File: config.mk
export PLATFORM = sky130hd
export DESIGN_NAME = ex_muldiv
export DESIGN_NICKNAME = d
export VERILOG_FILES = /design/src/rtl/muldiv_pkg.sv /design/src/rtl/muldiv_core.sv /design/src/rtl/ex_muldiv.sv
export SDC_FILE = /design/constraint.sdc
export NUM_CORES = 1
export LEC_CHECK = 0
export ABC_AREA = 1
export CORE_ASPECT_RATIO = 1.4
export CORE_MARGIN = 2
export CORE_UTILIZATION = 60
export DETAILED_ROUTE_END_ITERATION = 16
export GPL_TIMING_DRIVEN = 0
export PLACE_DENSITY_LB_ADDON = 0.3
export REMOVE_ABC_BUFFERS = 1
export SLEW_MARGIN = 20
export SYNTH_ARGS = -nofsm -noshare
export SYNTH_HDL_FRONTEND = slang
export SYNTH_SLANG_ARGS = --single-unit
File: constraint.sdc
create_clock -name clk -period 2.86 [get_ports clk]
set_input_delay 0.572 -clock clk [delete_from_list [all_inputs] [get_ports clk]]
set_output_delay 0.572 -clock clk [all_outputs]
set_load 0.1 [all_outputs]
File: src/rtl/muldiv_pkg.sv
`default_nettype none
// ============================================================================
// Module      : muldiv_pkg
// Description : Shared op encoding, FSM state type and constants for the
//               EX-stage HI/LO multiply/divide unit.
// Revision    : 1.0 - initial release
// ============================================================================
package muldiv_pkg;

    typedef enum logic [2:0] {
        OP_MULT  = 3'd0,
        OP_MULTU = 3'd1,
        OP_DIV   = 3'd2,
        OP_DIVU  = 3'd3,
        OP_MFHI  = 3'd4,
        OP_MFLO  = 3'd5,
        OP_MTHI  = 3'd6,
        OP_MTLO  = 3'd7
    } op_t;

    typedef enum logic [1:0] {
        ST_IDLE = 2'd0,
        ST_RUN  = 2'd1,
        ST_DONE = 2'd2
    } state_t;

    localparam int          ITER_COUNT = 32;
    localparam logic [31:0] DIV0_QUOT  = 32'hFFFF_FFFF;

    // Ops 0-3 start the iterative core; 4-7 are HI/LO moves.
    function automatic logic is_arith(input logic [2:0] op);
        return ~op[2];
    endfunction

endpackage
`default_nettype wire

File: src/rtl/muldiv_core.sv
`default_nettype none
// ============================================================================
// Module      : muldiv_core
// Description : Radix-2 unsigned shift-add multiplier / restoring divider.
//               res_next is the {hi,lo} pair after applying the current step.
// Revision    : 1.0 - initial release
// ============================================================================
module muldiv_core (
    input  logic        clk,
    input  logic        rst,
    input  logic        load,
    input  logic        step,
    input  logic        is_div,
    input  logic [31:0] a,
    input  logic [31:0] b,
    output logic [63:0] res_next
);

    logic [31:0] r_hi;
    logic [31:0] r_lo;
    logic [31:0] r_b;
    logic        r_div;
    logic [32:0] w_sum;
    logic [32:0] w_rem;
    logic        w_ge;

    // A zero divisor needs no special case: every trial subtract succeeds,
    // so the quotient fills with ones and the dividend shifts into hi.
    always_comb begin
        w_sum = {1'b0, r_hi} + (r_lo[0] ? {1'b0, r_b} : 33'd0);
        w_rem = {r_hi, r_lo[31]};
        w_ge  = (w_rem >= {1'b0, r_b});
        if (r_div) begin
            res_next = {(w_ge ? (w_rem[31:0] - r_b) : w_rem[31:0]), r_lo[30:0], w_ge};
        end else begin
            res_next = {w_sum, r_lo[31:1]};
        end
    end

    always_ff @(posedge clk or negedge rst) begin
        if (!rst) begin
            r_hi  <= '0;
            r_lo  <= '0;
            r_b   <= '0;
            r_div <= 1'b0;
        end else if (load) begin
            r_hi  <= '0;
            r_lo  <= a;
            r_b   <= b;
            r_div <= is_div;
        end else if (step) begin
            {r_hi, r_lo} <= res_next;
        end
    end

endmodule
`default_nettype wire

File: src/rtl/ex_muldiv.sv
`default_nettype none
// ============================================================================
// Module      : ex_muldiv
// Description : EX-stage HI/LO unit: FSM, HI/LO registers and stall/forward
//               logic around muldiv_core. Define MULDIV_SIGNED_EN for signed
//               MULT/DIV; otherwise ops 0/2 behave as MULTU/DIVU.
// Revision    : 1.0 - initial release
// ============================================================================
module ex_muldiv
    import muldiv_pkg::*;
(
    input  logic        clk,
    input  logic        rst,
    input  logic        start,
    input  logic [2:0]  op,
    input  logic [31:0] rs_val,
    input  logic [31:0] rt_val,
    input  logic        flush,
    output logic        busy,
    output logic        stall,
    output logic [31:0] result,
    output logic        result_valid
);

    state_t      r_state;
    state_t      w_state_nxt;
    op_t         w_op;
    logic [4:0]  r_cnt;
    logic [31:0] r_hi;
    logic [31:0] r_lo;
    logic        w_arith;
    logic        w_accept;
    logic        w_last;
    logic        w_step;
    logic        w_mf;
    logic        w_mt;
    logic [31:0] w_a;
    logic [31:0] w_b;
    logic [63:0] w_core_nxt;
    logic [63:0] w_final;

    assign w_op    = op_t'(op);
    assign w_arith = is_arith(op);
    assign w_step  = (r_state == ST_RUN);
    assign w_mf    = start & ((w_op == OP_MFHI) | (w_op == OP_MFLO));
    assign w_mt    = start & ~flush & (r_state != ST_RUN) &
                     ((w_op == OP_MTHI) | (w_op == OP_MTLO));

`ifdef MULDIV_SIGNED_EN
    logic w_sop;
    logic r_div;
    logic r_neg_q;
    logic r_neg_r;
    logic r_div0;

    assign w_sop = ~op[0];
    assign w_a   = (w_sop & rs_val[31]) ? (~rs_val + 32'd1) : rs_val;
    assign w_b   = (w_sop & rt_val[31]) ? (~rt_val + 32'd1) : rt_val;

    always_ff @(posedge clk or negedge rst) begin
        if (!rst) begin
            r_div   <= 1'b0;
            r_neg_q <= 1'b0;
            r_neg_r <= 1'b0;
            r_div0  <= 1'b0;
        end else if (w_accept) begin
            r_div   <= op[1];
            r_neg_q <= w_sop & (rs_val[31] ^ rt_val[31]);
            r_neg_r <= w_sop & rs_val[31];
            r_div0  <= (rt_val == 32'd0);
        end
    end

    // Remainder follows the dividend sign; a zero divisor keeps the all-ones quotient.
    always_comb begin
        w_final = w_core_nxt;
        if (r_div) begin
            w_final[63:32] = r_neg_r ? (~w_core_nxt[63:32] + 32'd1) : w_core_nxt[63:32];
            w_final[31:0]  = r_div0  ? DIV0_QUOT :
                             (r_neg_q ? (~w_core_nxt[31:0] + 32'd1) : w_core_nxt[31:0]);
        end else if (r_neg_q) begin
            w_final = ~w_core_nxt + 64'd1;
        end
    end
`else
    assign w_a     = rs_val;
    assign w_b     = rt_val;
    assign w_final = w_core_nxt;
`endif

    muldiv_core u_core (
        .clk      (clk),
        .rst      (rst),
        .load     (w_accept),
        .step     (w_step),
        .is_div   (op[1]),
        .a        (w_a),
        .b        (w_b),
        .res_next (w_core_nxt)
    );

    always_ff @(posedge clk or negedge rst) begin
        if (!rst) begin
            r_state <= ST_IDLE;
            r_cnt   <= '0;
        end else begin
            r_state <= w_state_nxt;
            if (w_accept) begin
                r_cnt <= '0;
            end else if (r_state == ST_RUN) begin
                r_cnt <= r_cnt + 5'd1;
            end
        end
    end

    always_comb begin
        w_state_nxt  = r_state;
        w_accept     = 1'b0;
        w_last       = 1'b0;
        busy         = 1'b0;
        stall        = 1'b0;
        result_valid = 1'b0;
        result       = '0;
        case (r_state)
            ST_IDLE: begin
                if (start & w_arith) begin
                    w_accept    = 1'b1;
                    w_state_nxt = ST_RUN;
                end
            end
            ST_RUN: begin
                busy  = 1'b1;
                stall = start;
                if (r_cnt == 5'(ITER_COUNT - 1)) begin
                    w_last      = 1'b1;
                    w_state_nxt = ST_DONE;
                end
            end
            ST_DONE: begin
                // A new mul/div can only be accepted from IDLE, so hold it one more cycle.
                stall       = start & w_arith;
                w_state_nxt = ST_IDLE;
            end
            default: w_state_nxt = ST_IDLE;
        endcase
        if (flush) begin
            w_state_nxt = ST_IDLE;
            w_accept    = 1'b0;
            w_last      = 1'b0;
        end
        if (w_mf && (r_state != ST_RUN)) begin
            result_valid = 1'b1;
            result       = op[0] ? r_lo : r_hi;
        end
        if (!rst) begin
            stall        = 1'b0;
            result_valid = 1'b0;
            result       = '0;
        end
    end

    always_ff @(posedge clk or negedge rst) begin
        if (!rst) begin
            r_hi <= '0;
            r_lo <= '0;
        end else if (w_last) begin
            r_hi <= w_final[63:32];
            r_lo <= w_final[31:0];
        end else if (w_mt) begin
            if (op[0]) begin
                r_lo <= rs_val;
            end else begin
                r_hi <= rs_val;
            end
        end
    end

endmodule
`default_nettype wire

==> results of run 1 <==
-- layout make-up --
cell class / count / area share
clock inverters: 9 / 0.00661
multi-input cells: 1653 / 0.507
well taps: 310 / 0.0225
flip-flops and latches: 168 / 0.244
clock buffers: 23 / 0.0272
repair inverters: 1 / 0.000436
inverters: 396 / 0.0871
repair buffers: 139 / 0.104
-- synthesized netlist by cell type, types with 6 or more instances --
cell,number,area [um^2]
inv_1,390,1460
xor2_1,15,131
nor2_2,8,50.1
nand2_1,834,3130
o221ai_1,8,70.1
o21bai_1,6,45.0
nor3_1,18,90.1
nand3_2,60,601
buf_4,7,52.6
ha_1,70,876
dfrtp_1,168,4200
o211ai_1,10,75.1
and2_1,7,43.8
nand3b_1,7,52.6
nand3_1,98,490
o21ai_0,119,596
o22ai_1,14,87.6
a21oi_1,95,475
a22oi_1,10,75.1
o311ai_0,13,114
nand2_2,9,56.3
nand4_1,41,257
buf_2,21,105
buf_1,11,41.3
clkbuf_1,45,169
nor2_1,181,679
-- layer usage --
layer | GRT usage | vias up | share of wire
li1 | - | 7373 | -
met1 | 0.486 | 7414 | 0.34
met2 | 0.696 | 1077 | 0.46
met3 | 0.0783 | 372 | 0.11
met4 | 0.278 | 0 | 0.088
met5 | 0 | - | 0
-- cells by family (layout without fill, tap and decap cells) --
group	after synthesis	after routing	share of synthesized area
AND/OR/NAND/NOR	1279	1286	0.392
buffers and inverters	483	568	0.133
AO/OA/AOI/OAI	280	280	0.109
flip-flops	168	168	0.293
adder cells (fa/ha/maj)	72	72	0.0637
XOR/XNOR	15	15	0.00914
-- cells in the final DEF (no fill, tap or decap), types with 10 or more instances in the layout --
| master | instances |
|---|---|
| nand3_1 | 94 |
| o211ai_1 | 10 |
| clkbuf_16 | 17 |
| a21oi_1 | 88 |
| o311ai_0 | 13 |
| o21ai_0 | 118 |
| buf_4 | 14 |
| dfrtp_1 | 166 |
| clkdlybuf4s50_1 | 68 |
| nor3_1 | 17 |
| buf_12 | 24 |
| buf_6 | 14 |
| inv_1 | 384 |
| nor2_2 | 27 |
| a22oi_1 | 10 |
| nand4_1 | 41 |
| nor2_4 | 25 |
| o22ai_1 | 14 |
| nand3_2 | 63 |
| nand2_1 | 821 |
| nor2_1 | 142 |
| xor2_1 | 15 |
| ha_1 | 62 |
| nand2_2 | 20 |
-- path summary, 6_finish.rpt --
path / from / end / slack, ns / cells after the start
max: r_state[0] / result[10] / -0.34 / 6
min: rst / u_core.r_b[6] / 0.04 / 1
max reg2reg: r_state[0] / r_lo[19] / -0.32 / 9
min reg2reg: r_lo[22] / r_lo[22] / 0.50 / 2
max in group asynchronous: rst / r_hi[31] / 2.01 / 2
min in group clk: r_lo[22] / r_lo[22] / 0.50 / 2
-- worst register-to-register path, stage by stage (launching register included) --
cell and delay [ns]:
dfrtp_1 0.60, ha_4 0.34, inv_1 0.23, nand4_1 0.23, buf_4 0.22, nor2_4 0.26, buf_6 0.24, nor2_4 0.12
nand2_1 0.32, nand3_1 0.36
-- power by group through the flow --
stage | clock, mW | combinational (mW) | sequential (mW)
2_1_floorplan | 0 | 6.28 | 3.65
3_5_place_dp | 0 | 8.86 | 3.87
4_1_cts | 2.40 | 9.39 | 3.77
6_report | 2.43 | 10.2 | 3.87
3_3_place_gp | 0 | 8.60 | 3.91
5_1_grt | 2.49 | 11.1 | 3.90
-- registers in the layout, summed over array words and instances (netlist names) --
| signal | flops |
|---|---|
| r_cnt | 5 |
| r_hi | 32 |
| r_lo | 32 |
| r_state | 2 |
| u_core.r_b | 32 |
| u_core.r_div | 1 |
| u_core.r_hi | 32 |
| u_core.r_lo | 32 |
-- timing repair --
| item | in CTS | in global routing |
|---|---|---|
| pin swaps | 5 | 8 |
| buffers inserted | 14 | 6 |
| endpoints found under the setup margin | 132 | 131 |
| resized for setup | 230 | 160 |
| hold buffers | 0 | 0 |
| cloned | 5 | 4 |
-- stage by stage --
stage	power, mW	hold slack, ns	std cells	cell area [um^2]	setup slack [ns]
CTS	15.6	0.0562	2689	16500	0.0123
finish	16.5	0.0401	2699	17200	-0.343
global placement	12.5	0.452	2625	15400	-9.71
detailed placement	12.7	0.474	2638	15700	-1.43
global route	17.5	0.0753	2699	17200	-0.330
floorplan	9.94	0.276	2210	13900	-1.62
==> flow_metrics.env, run 1 <==
export IMPL_status="complete, but fails checks"
export IMPL_violations="negative setup slack"
export IMPL_min_path_type="primary input to async pin"
export IMPL_dp_hpwl_mm=35.5
export IMPL_power_switching_mw=8.78
export IMPL_die_w_um=135
export IMPL_post_route_min_period_ns=3.20
export IMPL_syn_area_mm2=0.0144
export IMPL_synth_edf_count=0
export IMPL_setup_viol=70
export IMPL_max_freq_ghz=0.312
export IMPL_max_slew_margin=0.360
export IMPL_start_util=0.606
export IMPL_arrival_ns=2.63
export IMPL_path_cells="ha_4 -> nor4_4 -> buf_6 -> nand2_4 -> nor2_4 -> buf_12"
export IMPL_cap_violations=0
export IMPL_ir_worst_vdd_mv=0.618
export IMPL_path_delay_family="simple AND/OR/NAND/NOR gates"
export IMPL_dieArea_mm2=0.0252
export IMPL_syn_avg_cell_area_um2=6.26
export IMPL_nets=2519
export IMPL_syn_to_final_growth_pct=19.9
export IMPL_firstDrtPassIters=9
export IMPL_vias=16200
export IMPL_synth_ff_type="dfrtp_1"
export IMPL_p_leak_nw=9.20
export IMPL_comb_power_share=0.618
export IMPL_cp_start_kind="register"
export IMPL_clk_latency_ns=0.46
export IMPL_first_iter_violations=2217
export IMPL_wl_per_cell_um=21.0
export IMPL_regArea_mm2=0.00421
export IMPL_finalCritPeriodShare=1.12
export IMPL_clk_pin_slew_worst_paths_ns=0.07
export IMPL_p_clk_frac=0.147
export IMPL_grt_pass1_wl_mm=81.8
export IMPL_yosysUniqueCellTypes=42
export IMPL_yosysWarnings=0
export IMPL_grt_pass1_vias=15600
export IMPL_totalWireLength_mm=56.7
export IMPL_grt_start_max_net_pins=75
export IMPL_pin_count=106
export IMPL_required_ns=2.29
export IMPL_drc=0
export IMPL_grt_overflow=0
export IMPL_crit_slowest_cell="dfrtp_1"
export IMPL_numPortBuffers=105
export IMPL_async_reset_ff_frac=1.00
export IMPL_drive_gt1_frac=0.119
export IMPL_rows=67
export IMPL_finalMaxSlewViolations=0
export IMPL_fin_skew_ns=0.0174
export IMPL_pwr_share_seq=0.234
export IMPL_fin_util=0.726
export IMPL_critPathKind="register to primary output"
export IMPL_antenna_found_initial=2
export IMPL_numCtsBuffers=17
export IMPL_track_usage=0.418
export IMPL_die_h_um=187
export IMPL_core_mm2=0.0237
export IMPL_seq_area_frac_synth=0.293
export IMPL_cts_htree_levels=4
export IMPL_fin_ws_ns=-0.343
export IMPL_avgViaCountPerCell=6.02
export IMPL_endpoint_kind="primary output"
export IMPL_synth_seq_cells=168
export IMPL_tightestPinTransition_ns=0.963
export IMPL_multi_input_comb_area_mm2=0.00874
export IMPL_ant_nets=0
export IMPL_cellPowerDensity_mw_per_mm2=958
export IMPL_critPathMaxStageDelay_ns=0.60
export IMPL_finalHoldViolCount=0
export IMPL_path_max_fanout=8
export IMPL_clock_path_buffers=2
export IMPL_cts_tree="yes"
export IMPL_cts_root_buf="clkbuf_16"
export IMPL_synthCells=2297
export IMPL_tns_ns=-11.25
export IMPL_rsz0062_at_grt="true"
export IMPL_clock_sinks=168
export IMPL_n_antenna_cell=0
export IMPL_power_internal_mw=7.72
export IMPL_fill_cells=1864
export IMPL_place_congestion=1.01
export IMPL_path_buf_inv=2
export IMPL_switching_share=0.532
Note: power is estimated with default switching activity, not from simulation.
==> run 2, diff against run 1 <==
--- a/config.mk
+++ b/config.mk
@@ -12,7 +12,6 @@
 export DETAILED_ROUTE_END_ITERATION = 16
 export GPL_TIMING_DRIVEN = 0
 export PLACE_DENSITY_LB_ADDON = 0.3
-export REMOVE_ABC_BUFFERS = 1
 export SLEW_MARGIN = 20
 export SYNTH_ARGS = -nofsm -noshare
 export SYNTH_HDL_FRONTEND = slang
==> constraint.sdc (replaced) <==
create_clock -name clk -period 4.1 [get_ports clk]
set_input_delay 0.82 -clock clk [delete_from_list [all_inputs] [get_ports clk]]
set_output_delay 0.82 -clock clk [all_outputs]
set_load 0.02 [all_outputs]
==> flow_metrics.env, run 2 (same netlist as run 1, synthesis figures left out) <==
export IMPL_status="finished clean"
export IMPL_rsz0062_at_grt="false"
export IMPL_syn_to_final_growth_pct=14.5
export IMPL_clk_latency_ns=0.45
export IMPL_post_cts_buffers=0
export IMPL_ctsHoldBuffers=0
export IMPL_multi_input_comb_area_mm2=0.00825
export IMPL_totalWireLength_mm=51.2
export IMPL_wl_per_cell_um=18.7
export IMPL_ant_nets=0
export IMPL_path_cells="clkdlybuf4s50_1 -> clkbuf_1 -> buf_1 -> a21oi_1 -> nor2_1 -> clkdlybuf4s50_1"
export IMPL_critPathKind="primary input to primary output"
export IMPL_drc=0
export IMPL_hold_ws_ns=0.311
export IMPL_cap_violations=0
export IMPL_arrival_ns=3.23
export IMPL_finalCritPeriodShare=0.988
export IMPL_final_common_cell="nand2_1"
export IMPL_core_mm2=0.0237
export IMPL_required_ns=3.28
export IMPL_numCtsBuffers=17
export IMPL_antenna_found_initial=0
export IMPL_fin_util=0.693
export IMPL_max_slew_margin=0.351
export IMPL_grt_start_max_net_pins=100
export IMPL_tns_ns=0
export IMPL_cellPowerDensity_mw_per_mm2=669
export IMPL_total_power_mw=11.0
export IMPL_numPortBuffers=105
export IMPL_nets=2565
export IMPL_pin_count=106
export IMPL_start_util=0.606
export IMPL_post_route_min_period_ns=4.05
export IMPL_tightestPinTransition_ns=0.970
export IMPL_first_iter_violations=1607
export IMPL_crit_slowest_cell="clkdlybuf4s50_1"
export IMPL_syn_nets=2440
export IMPL_fill_cells=2141
export IMPL_path_max_fanout=10
export IMPL_ir_worst_vdd_mv=0.519
export IMPL_pre_cts_slack_ns=0.0964
export IMPL_drive_gt1_frac=0.0657
export IMPL_path_delay_family="buffers and inverters"
export IMPL_cts_root_buf="clkbuf_16"
export IMPL_track_usage=0.408
export IMPL_critPathMaxStageDelay_ns=0.62
export IMPL_grt_pass1_wl_mm=79.5
export IMPL_dp_hpwl_mm=40.3
export IMPL_cts_htree_levels=4
export IMPL_cp_start_kind="primary input"
export IMPL_grt_overflow=0
export IMPL_vias=15600
export IMPL_p_leak_nw=9.03
export IMPL_die_h_um=187
export IMPL_place_congestion=1.03
export IMPL_firstDrtPassIters=7
export IMPL_avgViaCountPerCell=5.69
export IMPL_finalHoldViolCount=0
export IMPL_cts_tree="yes"
export IMPL_layout_common_cells="nand2_1 (834), inv_1 (390), nor2_1 (181)"
export IMPL_dieArea_mm2=0.0252
export IMPL_setup_viol=0
export IMPL_n_antenna_cell=0
export IMPL_post_cts_resized=0
export IMPL_fin_ws_ns=0.0497
export IMPL_clock_sinks=168
export IMPL_rows=67
export IMPL_fin_skew_ns=0.0130
export IMPL_grt_pass1_vias=15400
export IMPL_endpoint_kind="primary output"
export IMPL_path_buf_inv=4
export IMPL_regArea_mm2=0.00420
export IMPL_die_w_um=135
export IMPL_clk_pin_slew_worst_paths_ns=0.08
export IMPL_finalMaxSlewViolations=0
export IMPL_max_freq_ghz=0.247
export IMPL_min_path_type="primary input to async pin"
export IMPL_cp_common_cell="clkdlybuf4s50_1"
export IMPL_clock_path_buffers=2
==> run 2: cell count changes in the layout (fill, tap and decap cells not counted), sizes merged, moves of 4 or more <==
cell / delta
clkinvlp: -4
clkdlybuf4s50: +36
inv: +5
clkbuf: +41
nand2: -5
buf: -25
==> run 2: where the power goes <==
group	switching (mW)	internal, mW	total [mW]
sequential	0.432	2.17	2.61
combinational	4.53	2.15	6.68
clock	0.775	0.949	1.72
total	5.74	5.28	11.0
==> run 2: cell type report <==
| type | count | share of cell area |
|---|---|---|
| well taps | 310 | 0.0236 |
| flip-flops and latches | 168 | 0.256 |
| repair buffers | 106 | 0.0659 |
| clock buffers | 19 | 0.0275 |
| clock inverters | 13 | 0.00958 |
| plain buffers | 87 | 0.0260 |
| multi-input cells | 1646 | 0.502 |
| inverters | 396 | 0.0903 |
==> run 2: worst paths after layout <==
check / from / to / slack [ns] / cells after the start
worst min register to register: r_cnt[3] / r_cnt[3] / 0.49 / 1
max in group asynchronous: rst / u_core.r_hi[23] / 2.86 / 2
worst max register to register: u_core.r_lo[0] / r_hi[29] / 0.28 / 21
worst min-delay path: rst / r_lo[10] / 0.31 / 1
min in group clk: r_cnt[3] / r_cnt[3] / 0.49 / 1
worst max-delay path: op[0] / result[11] / 0.05 / 6
==> run 2: worst register-to-register path, delay by kind of cell (launching register included) <==
| kind | cells | cell delay (ns) |
|---|---|---|
| buffers and inverters | 5 | 1.31 |
| adder cells (fa/ha/maj) | 2 | 0.60 |
| flip-flops | 1 | 0.33 |
| AND/OR/NAND/NOR | 14 | 1.48 |
==> run 2: metrics by stage <==
| step | cells | area, um^2 |
|---|---|---|
| 4_1_cts | 2745 | 16500 |
| 3_3_place_gp | 2712 | 15800 |
| 5_1_grt | 2745 | 16500 |
| 3_5_place_dp | 2713 | 15800 |
| 6_report | 2745 | 16500 |
| 2_1_floorplan | 2297 | 14400 |
==> run 2: layer usage <==
layer	routed length, um	up-vias	track usage	part of all wire
met5	0	-	0	0
met4	3160	0	0.239	0.062
met3	3540	197	0.0458	0.069
met2	25200	822	0.709	0.49
met1	19300	7153	0.481	0.38
li1	-	7443	-	-
==> run 3, diff against run 2 <==
--- a/config.mk
+++ b/config.mk
@@ -9,9 +9,11 @@
 export CORE_ASPECT_RATIO = 1.4
 export CORE_MARGIN = 2
 export CORE_UTILIZATION = 60
+export CTS_BUF_LIST = sky130_fd_sc_hd__clkbuf_4 sky130_fd_sc_hd__clkbuf_8 sky130_fd_sc_hd__clkbuf_16
 export DETAILED_ROUTE_END_ITERATION = 16
 export GPL_TIMING_DRIVEN = 0
 export PLACE_DENSITY_LB_ADDON = 0.3
+export SETUP_SLACK_MARGIN = 0.02
 export SLEW_MARGIN = 20
 export SYNTH_ARGS = -nofsm -noshare
 export SYNTH_HDL_FRONTEND = slang
==> results of run 3 <==
The final DEF is identical to that of run 2; final timing and power are the same.
